--- config.mk ---
export PLATFORM = sky130hd
export DESIGN_NAME = alu_share_arbiter
export DESIGN_NICKNAME = d
export VERILOG_FILES = /design/src/rtl/alu_pkg.sv /design/src/rtl/alu_slice.sv /design/src/rtl/alu_share_arbiter.sv
export SDC_FILE = /design/constraint.sdc
export NUM_CORES = 1
export LEC_CHECK = 0
export CAP_MARGIN = 5
export CORE_MARGIN = 1.5
export CORE_UTILIZATION = 45
export DETAILED_ROUTE_END_ITERATION = 10
export GPL_TIMING_DRIVEN = 0
export PLACE_DENSITY = 0.76
export SYNTH_ARGS = -nofsm -noshare
export SYNTH_HDL_FRONTEND = slang
export SYNTH_SLANG_ARGS = --single-unit
--- constraint.sdc ---
create_clock -name clk -period 18.3 [get_ports clk]
set_clock_uncertainty 0.1 [all_clocks]
set_input_delay 3.66 -clock clk [delete_from_list [all_inputs] [get_ports clk]]
set_output_delay 3.66 -clock clk [all_outputs]
set_load 0.05 [all_outputs]
--- src/rtl/alu_pkg.sv ---
// Shared encodings for the ALU sharing arbiter and its datapath slice.
package alu_pkg;

  localparam int WIDTH_DEF = 16;

  // Bit of alu_fn that selects subtract (invert B, carry-in = 1).
  localparam int FN_SUB = 0;

  // alu_fn[2:1] compare selections.
  localparam logic [1:0] CMP_NONE = 2'b00;
  localparam logic [1:0] CMP_EQ   = 2'b01;
  localparam logic [1:0] CMP_LT   = 2'b10;
  localparam logic [1:0] CMP_LE   = 2'b11;

  // Arbiter FSM encodings.
  localparam logic [1:0] ST_IDLE = 2'b00;
  localparam logic [1:0] ST_EXEC = 2'b01;
  localparam logic [1:0] ST_RESP = 2'b10;

endpackage

--- src/rtl/alu_slice.sv ---
// Combinational add/sub datapath: lookahead adder, {z,v,n} flags and compare.
module alu_slice
  import alu_pkg::*;
#(
  parameter int WIDTH = WIDTH_DEF
) (
  input  logic [WIDTH-1:0] a,
  input  logic [WIDTH-1:0] b,
  input  logic [2:0]       fn,
  output logic [WIDTH-1:0] sum,
  output logic             cout,
  output logic [2:0]       zvn,
  output logic             cmp
);

  logic             sub;
  logic [WIDTH-1:0] b_eff;
  logic [WIDTH-1:0] g;
  logic [WIDTH-1:0] p;
  logic [WIDTH:0]   c;
  logic             z;
  logic             v;
  logic             n;

  assign sub   = fn[FN_SUB];
  assign b_eff = sub ? ~b : b;
  assign g     = a & b_eff;
  assign p     = a ^ b_eff;

  // Carry lookahead: each carry expressed from generate/propagate terms.
  always_comb begin
    c    = '0;
    c[0] = sub;
    for (int i = 0; i < WIDTH; i++) begin
      c[i+1] = g[i] | (p[i] & c[i]);
    end
  end

  assign sum  = p ^ c[WIDTH-1:0];
  assign cout = c[WIDTH];

  // Overflow uses the original B: operands agree in sign (after the subtract
  // flip) yet the result sign differs from A.
  assign z   = ~|sum;
  assign n   = sum[WIDTH-1];
  assign v   = (a[WIDTH-1] ~^ (b[WIDTH-1] ^ sub)) & (sum[WIDTH-1] ^ a[WIDTH-1]);
  assign zvn = {z, v, n};

  // Signed compare derived from the flags of A - B.
  always_comb begin
    cmp = 1'b0;
    case (fn[2:1])
      CMP_EQ:  cmp = z;
      CMP_LT:  cmp = n ^ v;
      CMP_LE:  cmp = z | (n ^ v);
      default: cmp = 1'b0;
    endcase
  end

endmodule

--- src/rtl/alu_share_arbiter.sv ---
// Round-robin sharing of one ALU slice between two valid/ready requesters,
// with a single registered response channel tagged by requester id.
module alu_share_arbiter
  import alu_pkg::*;
#(
  parameter int WIDTH = WIDTH_DEF,
  parameter int NREQ  = 2
) (
  input  logic                  clk,
  input  logic                  rst_n,
  input  logic [NREQ-1:0]       req_valid,
  output logic [NREQ-1:0]       req_ready,
  input  logic [NREQ*WIDTH-1:0] req_a,
  input  logic [NREQ*WIDTH-1:0] req_b,
  input  logic [NREQ*3-1:0]     req_fn,
  output logic                  resp_valid,
  input  logic                  resp_ready,
  output logic                  resp_id,
  output logic [WIDTH-1:0]      resp_data,
  output logic [2:0]            resp_zvn,
  output logic                  resp_cmp,
  output logic                  resp_cout
);

  logic [1:0]       state;
  logic             last_grant;
  logic [WIDTH-1:0] op_a;
  logic [WIDTH-1:0] op_b;
  logic [2:0]       op_fn;
  logic             op_id;

  logic             any_valid;
  logic             winner;
  logic             accept;
  logic [WIDTH-1:0] sel_a;
  logic [WIDTH-1:0] sel_b;
  logic [2:0]       sel_fn;

  logic [WIDTH-1:0] alu_sum;
  logic             alu_cout;
  logic [2:0]       alu_zvn;
  logic             alu_cmp;

  // Round-robin pick: on a tie the requester that was not served last wins.
  always_comb begin
    any_valid = |req_valid;
    if (req_valid[0] && req_valid[1]) winner = ~last_grant;
    else                              winner = req_valid[1];
    req_ready = '0;
    if (state == ST_IDLE && any_valid) req_ready[winner] = 1'b1;
    accept = state == ST_IDLE && any_valid;
    sel_a  = winner ? req_a[2*WIDTH-1:WIDTH] : req_a[WIDTH-1:0];
    sel_b  = winner ? req_b[2*WIDTH-1:WIDTH] : req_b[WIDTH-1:0];
    sel_fn = winner ? req_fn[5:3] : req_fn[2:0];
  end

  alu_slice #(.WIDTH(WIDTH)) u_alu_slice (
    .a    (op_a),
    .b    (op_b),
    .fn   (op_fn),
    .sum  (alu_sum),
    .cout (alu_cout),
    .zvn  (alu_zvn),
    .cmp  (alu_cmp)
  );

  // FSM, round-robin pointer, operand and response registers.
  always_ff @(posedge clk or negedge rst_n) begin
    if (!rst_n) begin
      state      <= ST_IDLE;
      last_grant <= 1'b1;
      op_a       <= '0;
      op_b       <= '0;
      op_fn      <= '0;
      op_id      <= 1'b0;
      resp_valid <= 1'b0;
      resp_id    <= 1'b0;
      resp_data  <= '0;
      resp_zvn   <= '0;
      resp_cmp   <= 1'b0;
      resp_cout  <= 1'b0;
    end else begin
      case (state)
        ST_IDLE: begin
          if (accept) begin
            op_a  <= sel_a;
            op_b  <= sel_b;
            op_fn <= sel_fn;
            op_id <= winner;
            state <= ST_EXEC;
          end
        end
        ST_EXEC: begin
          resp_data  <= alu_sum;
          resp_cout  <= alu_cout;
          resp_zvn   <= alu_zvn;
          resp_cmp   <= alu_cmp;
          resp_id    <= op_id;
          resp_valid <= 1'b1;
          state      <= ST_RESP;
        end
        ST_RESP: begin
          if (resp_ready) begin
            resp_valid <= 1'b0;
            last_grant <= resp_id;
            state      <= ST_IDLE;
          end
        end
        default: state <= ST_IDLE;
      endcase
    end
  end

endmodule

==> impl_metrics.yaml, run 1 <==
floorplan:
  start_util_pct: 46.8
  die_y_um: 87.5
  num_rows: 30
  die_w_um: 87.5
  pin_count: 100
  die_area_sq_um: 7660
  core_sq_um: 6870
pwr:
  p_seq_share_pct: 25.5
  power_frac_comb_pct: 61.6
  p_sw_share_pct: 44.4
  cell_internal_pwr_mw: 0.542
  powerDensity_nw_per_um2: 214
  p_leak_nw: 1.96
  pwr-share-clk_pct: 12.9
  switchingPower_mw: 0.432
  irDropWorstVdd_v: 0.0000821
routing:
  vias_per_cell: 5.17
  vias: 2586
  met3RoutedLength_um: 288
  drc: 0
  ant_nets: 0
  wl_met1_mm: 3.40
  drt_pass1_iterations: 4
  drt-total-wl_mm: 7.66
  initialDrtViolationCount: 135
  top_layer: "met4"
  avgRoutedWirePerCell_um: 15.3
  wl_met2_mm: 3.74
layout:
  multi_input_area_sq_um: 1440
  ff_latch_area_sq_um: 1530
  drive_gt1_share_pct: 8.17
  fin_nets: 491
  final_common_cell: "clkdlybuf4s50_1"
  utilization_pct: 66.3
  area_delta_synth_final_pct: 41.6
  fin_area_sq_um: 4550
  insertedDiodeCount: 0
  nFillCells: 556
  layout_common_cells: "98 x clkdlybuf4s50_1, 60 x dfrtp_1, 35 x a221o_1"
critical_path:
  reg2reg_slack_ns: 10.33
  reg2reg_depth: 21
  endpoint_kind: "primary output"
  cp.required_ns: 14.54
  crit_path_max_fanout: 10
  r2r_end: "resp_cmp$_DFFE_PN0P_"
  critPathArrivalTime_ns: 5.91
  cp-start-kind: "input pin"
  timing.rr.start: "op_fn[0]$_DFFE_PN0P_"
  critPathKind: "input pin to primary output"
placement:
  dp_slack_ns: 8.67
  io_buffers: 99
  placed_area_sq_um: 4340
  dp_hpwl_mm: 6.02
  place_congestion: 0.887
synthesis:
  synthCells: 288
  synthTopCellsByArea: "dfrtp_1 47%, a221o_1 11%, fa_1 10%"
  synth_area_sq_um: 3220
  ys_seq_area_share_pct: 47.5
  synth_top_area_share_pct: 46.7
  syn_nets: 380
  ys_types: 34
  ys_ff_latch: 61
  yosysTopAreaCell: "dfrtp_1"
  syn_avg_cell_area_sq_um: 11.2
  ys_warn_count: 0
clock_network:
  insertion_delay_ns: 0.34
  cts.sinks: 61
  root_buffer: "clkbuf_8"
  hold_buffers: 0
  cts_buffers: 9
  cts_buffer_depth: 2
  cts_tree: "built"
  h-tree-depth: 3
  cts_setup_buffers: 0
  cts.clk_slew.worst_paths_ns: 0.07
  cts_resized: 0
grt:
  grt_pass1_vias: 2580
  grt_pass1_wl_mm: 12.3
  gr-total-overflow: 0
  grt_max_degree: 34
  antenna_found_initial: 0
  grt_usage_pct: 21.3
timing:
  setup_viol: 0
  max_clock_freq_mhz: 103
  finalHoldViolations: 0
  tns_ns: 0
  finalCritPeriodShare_pct: 52.9
  rsz0062_at_grt: "false"
  layout_setup_ws_ns: 8.63
  maxSlewHeadroom_pct: 54.1
  tightest_slew_ns: 0.689
  slew_violations: 0
  min_period_ns: 9.67
hold_path:
  hold_start: "resp_cout$_DFFE_PN0P_"
  hold_class: "flip-flop to flip-flop"
  hold_end: "resp_cout$_DFFE_PN0P_"
  whs_path_depth: 2
job:
  cap_violations: 0
run_status:
  outcome: "complete, no violations"
==> final cells by class <==
cell class              instances  share of cell area, %
plain buffers                  22                   2.97
repair buffers                100                   22.1
multi-input cells             174                   31.5
well taps                      96                   2.64
inverters                      31                   2.56
clock inverters                 3                  0.934
clock buffers                  13                   3.71
flip-flops and latches         61                   33.6
==> worst max-delay path: stages <==
cell and delay, ns:
clkdlybuf4s50_1 0.49, a21bo_2 0.22, nor3b_4 0.51, buf_6 0.22
clkdlybuf4s50_1 0.81
==> power groups by stage <==
stage / Combinational [mW] / Clock, mW / Sequential (mW)
after floorplan: 0.351 / 0 / 0.314
after CTS: 0.602 / 0.127 / 0.248
after global routing: 0.656 / 0.133 / 0.257
final: 0.600 / 0.126 / 0.248
after detailed placement: 0.599 / 0 / 0.250
after global placement: 0.585 / 0 / 0.248
==> state kept, by name (all words and copies together), names as in the netlist, 2 cells and up <==
register / count
op_b: 16
state: 2
op_a: 16
resp_data: 15
resp_zvn: 3
op_fn: 3
==> synth_stat cells <==
cell and number:
nor3_1 14, and4b_1 1, a221o_1 35, o21ai_0 17
nand2_1 28, nand4_1 2, nand4b_1 1, mux2_2 2
o21a_1 22, o31ai_1 1, fa_1 16, or2_1 2
nand2b_1 1, or2_2 1, dfstp_2 1, buf_4 1
or4_1 1, nand3_1 1, inv_1 31, clkbuf_1 12
xnor2_1 15, ha_1 1, and2b_1 1, a21oi_1 2
buf_6 6, or2b_1 1, nor3b_4 1, nand3b_1 1
a21o_1 1, a21bo_2 1, xor2_1 2, buf_2 3
nor2_1 3, dfrtp_1 60
==> through the flow <==
stage	hold slack, ns	cells	total power, mW
final	0.376	500	0.974
after global routing	0.407	500	1.05
after CTS	0.383	500	0.977
after detailed placement	0.366	484	0.850
after global placement	0.358	483	0.833
after floorplan	0.339	288	0.665
==> worst max path at each step <==
stage,start,end,slack (ns),cells after the start
4_1_cts,req_valid[0],req_ready[0],8.65,5
5_1_grt,req_valid[1],req_ready[0],8.59,5
3_3_place_gp,req_valid[0],req_ready[0],8.66,5
3_5_place_dp,req_valid[0],req_ready[0],8.67,5
6_report,req_valid[0],req_ready[0],8.63,5
2_1_floorplan,req_valid[1],req_ready[0],10.05,3
==> layer usage <==
layer	global-route usage [%]	vias to the layer above
met5	0	-
met4	11.1	0
met3	3.11	18
met2	34.3	85
met1	28.1	1252
li1	-	1231
==> cell families (layout without fill, tap and decap cells) <==
group                      after synthesis  count (layout)  synth area share (%)
muxes                                    2               2                 0.700
buffers and inverters                   53             169                  7.82
adders and majority gates               17              17                  10.4
DFF                                     61              61                  47.5
and+or+nand+nor                         59              59                  9.22
xor gates and xnor gates                17              17                  4.63
AOI/OAI and AO/OA                       79              79                  19.8
Power figures use the tool's default switching activity.
==> run 2: changes to the inputs <==
==> constraint.sdc (replaced) <==
create_clock -name clk -period 9.5 [get_ports clk]
set_clock_uncertainty 0.1 [all_clocks]
set_input_delay 1.9 -clock clk [delete_from_list [all_inputs] [get_ports clk]]
set_output_delay 1.9 -clock clk [all_outputs]
set_load 0.05 [all_outputs]
==> results of run 2 <==
The final DEF is identical to that of run 1. Status: complete, no violations.
Main changes from that run: setup slack after placement 8.67 ns -> 1.58 ns; setup slack after layout 8.63 ns -> 1.53 ns; start point of the critical path req_valid[0] -> op_fn[0]$_DFFE_PN0P_; end point of the critical path req_ready[0] -> resp_cmp$_DFFE_PN0P_; register-to-register setup slack 10.33 ns -> 1.53 ns; total power 0.974 mW -> 1.88 mW; worst IR drop on VDD 0.0000821 V -> 0.000158 V
==> run 3: changes to the inputs <==
--- a/config.mk
+++ b/config.mk
@@ -7,10 +7,10 @@
 export LEC_CHECK = 0
 export CAP_MARGIN = 5
 export CORE_MARGIN = 1.5
-export CORE_UTILIZATION = 45
+export CORE_UTILIZATION = 42
 export DETAILED_ROUTE_END_ITERATION = 10
 export GPL_TIMING_DRIVEN = 0
-export PLACE_DENSITY = 0.76
+export PLACE_DENSITY = 0.74
 export SYNTH_ARGS = -nofsm -noshare
 export SYNTH_HDL_FRONTEND = slang
 export SYNTH_SLANG_ARGS = --single-unit
==> constraint.sdc (replaced) <==
create_clock -name clk -period 6.4 [get_ports clk]
set_clock_uncertainty 0.1 [all_clocks]
set_input_delay 1.28 -clock clk [delete_from_list [all_inputs] [get_ports clk]]
set_output_delay 1.28 -clock clk [all_outputs]
set_load 0.05 [all_outputs]
==> impl_metrics.yaml, run 3 (synthesized netlist as in run 1, its figures left out) <==
run_status:
  outcome: "finished, violations left"
  violations: "setup timing"
routing:
  met3RoutedLength_um: 359
  vias: 2606
  initialDrtViolationCount: 130
  vias_per_cell: 5.11
  wl_met2_mm: 4.05
  top_layer: "met4"
  wl_met1_mm: 3.33
  drc: 0
  ant_nets: 0
  drt-total-wl_mm: 7.92
  drt_pass1_iterations: 4
  avgRoutedWirePerCell_um: 15.5
grt:
  grt_max_degree: 35
  antenna_found_initial: 0
  grt_usage_pct: 20.3
  grt_pass1_wl_mm: 12.9
  gr-total-overflow: 0
  grt_pass1_vias: 2673
pwr:
  total_power_mw: 3.08
  pwr-share-clk_pct: 12.6
  p_leak_nw: 2.01
  irDropWorstVdd_v: 0.000246
  power_frac_comb_pct: 63.9
  switchingPower_mw: 1.31
  powerDensity_nw_per_um2: 654
  cell_internal_pwr_mw: 1.77
  p_seq_share_pct: 23.4
  p_sw_share_pct: 42.7
layout:
  layout_common_cells: "98 x clkdlybuf4s50_1, 59 x dfrtp_1, 35 x a221o_1"
  fin_cells: 510
  area_delta_synth_final_pct: 46.3
  fin_nets: 498
  fin_area_sq_um: 4710
  nFillCells: 577
  final_common_cell: "clkdlybuf4s50_1"
  utilization_pct: 64.2
  ff_latch_area_sq_um: 1530
  largestRegisters: "op_a: 16 flops, op_b: 16 flops, resp_data: 15 flops"
  multi_input_area_sq_um: 1500
  insertedDiodeCount: 0
  drive_gt1_share_pct: 15.6
timing:
  maxSlewHeadroom_pct: 56.8
  slew_violations: 0
  setup_viol: 4
  finalHoldViolations: 0
  tightest_slew_ns: 0.648
  finalCritPeriodShare_pct: 108
  holdWs_ns: 0.376
  max_clock_freq_mhz: 145
  tns_ns: -1.64
  min_period_ns: 6.90
  rsz0062_at_grt: "true"
  layout_setup_ws_ns: -0.505
clock_network:
  insertion_delay_ns: 0.34
  cts.clk_slew.worst_paths_ns: 0.07
  root_buffer: "clkbuf_8"
  cts_buffers: 9
  cts_tree: "built"
  h-tree-depth: 3
  cts.sinks: 61
  cts_buffer_depth: 2
placement:
  placed_area_sq_um: 4400
  io_buffers: 99
  place_congestion: 0.893
  dp_hpwl_mm: 6.26
  dp_slack_ns: -0.613
  dpl.cell_count: 487
critical_path:
  cp_slowest_stage_delay_ns: 0.45
  endpoint_kind: "flip-flop"
  critPathKind: "flip-flop to flip-flop"
  critPathArrivalTime_ns: 7.08
  cp-start-kind: "flip-flop"
  cp.required_ns: 6.57
  crit_slowest_cell: "fa_2"
  cp_common_cell: "fa_2"
  crit_path_max_fanout: 3
  crit_chain: "mux2_2 -> fa_2 -> inv_2 -> fa_2 -> fa_2 -> fa_2 -> fa_2 -> fa_2 -> fa_2 -> fa_2 -> fa_2 -> fa_2 -> fa_2 -> fa_2 -> fa_2 -> fa_2 -> inv_2 -> fa_2 -> nand3b_1 -> or4_4 -> o21ai_2"
floorplan:
  start_util_pct: 43.9
  die_area_sq_um: 8190
  pin_count: 100
  die_y_um: 90.5
  die_w_um: 90.5
  num_rows: 31
  core_sq_um: 7330
hold_path:
  hold_class: "flip-flop to flip-flop"
job:
  cap_violations: 0
-- run 3: worst paths after layout --
path	from	end	slack (ns)	cells after the start
hold reg to reg	resp_data[1]$_DFFE_PN0P_	resp_data[1]$_DFFE_PN0P_	0.38	2
hold / removal	resp_data[1]$_DFFE_PN0P_	resp_data[1]$_DFFE_PN0P_	0.38	2
max in group asynchronous	rst_n	op_a[4]$_DFFE_PN0P_	4.73	2
setup reg to reg	op_b[0]$_DFFE_PN0P_	resp_zvn[2]$_DFFE_PN0P_	-0.50	21
setup / recovery	op_b[0]$_DFFE_PN0P_	resp_zvn[2]$_DFFE_PN0P_	-0.50	21
min in group asynchronous	rst_n	op_b[6]$_DFFE_PN0P_	0.87	1
-- run 3: cell type report --
class	instances	area share, %
clock inverter	4	1.49
tap	99	2.63
timing repair buffer	108	22.8
inverter	31	2.47
multi-input combinational	174	31.9
clock buffer	12	3.30
sequential	61	32.5
buffer	21	2.92
-- run 3: critical path: cells and delay by family (launching register included) --
kind,cells,cell delay (ns)
fa+ha+maj,15,5.18
buf+inv,2,0.11
simple gates,2,0.62
mux,1,0.25
flops,1,0.40
compound gates,1,0.15
-- run 3: what timing repair did --
action                     in CTS  in global routing
setup endpoints to repair       3                  4
setup buffers                   6                  3
hold buffers                    0                  0
gates resized for setup         7                  3
pin swaps                       3                  2
-- run 3: layer usage --
metal | vias to the layer above | GRT usage [%]
li1 | 1242 | -
met1 | 1271 | 25.0
met2 | 80 | 34.9
met3 | 13 | 3.20
met4 | 0 | 9.26
met5 | - | 0
-- run 3: power by group through the flow --
stage               logic (mW)  registers, mW  clock network [mW]
finish                    1.97          0.722               0.389
global route              2.14          0.746               0.409
CTS                       1.94          0.714               0.393
detailed placement        1.80          0.719                   0
global placement          1.76          0.712                   0
floorplan                 1.07          0.901                   0
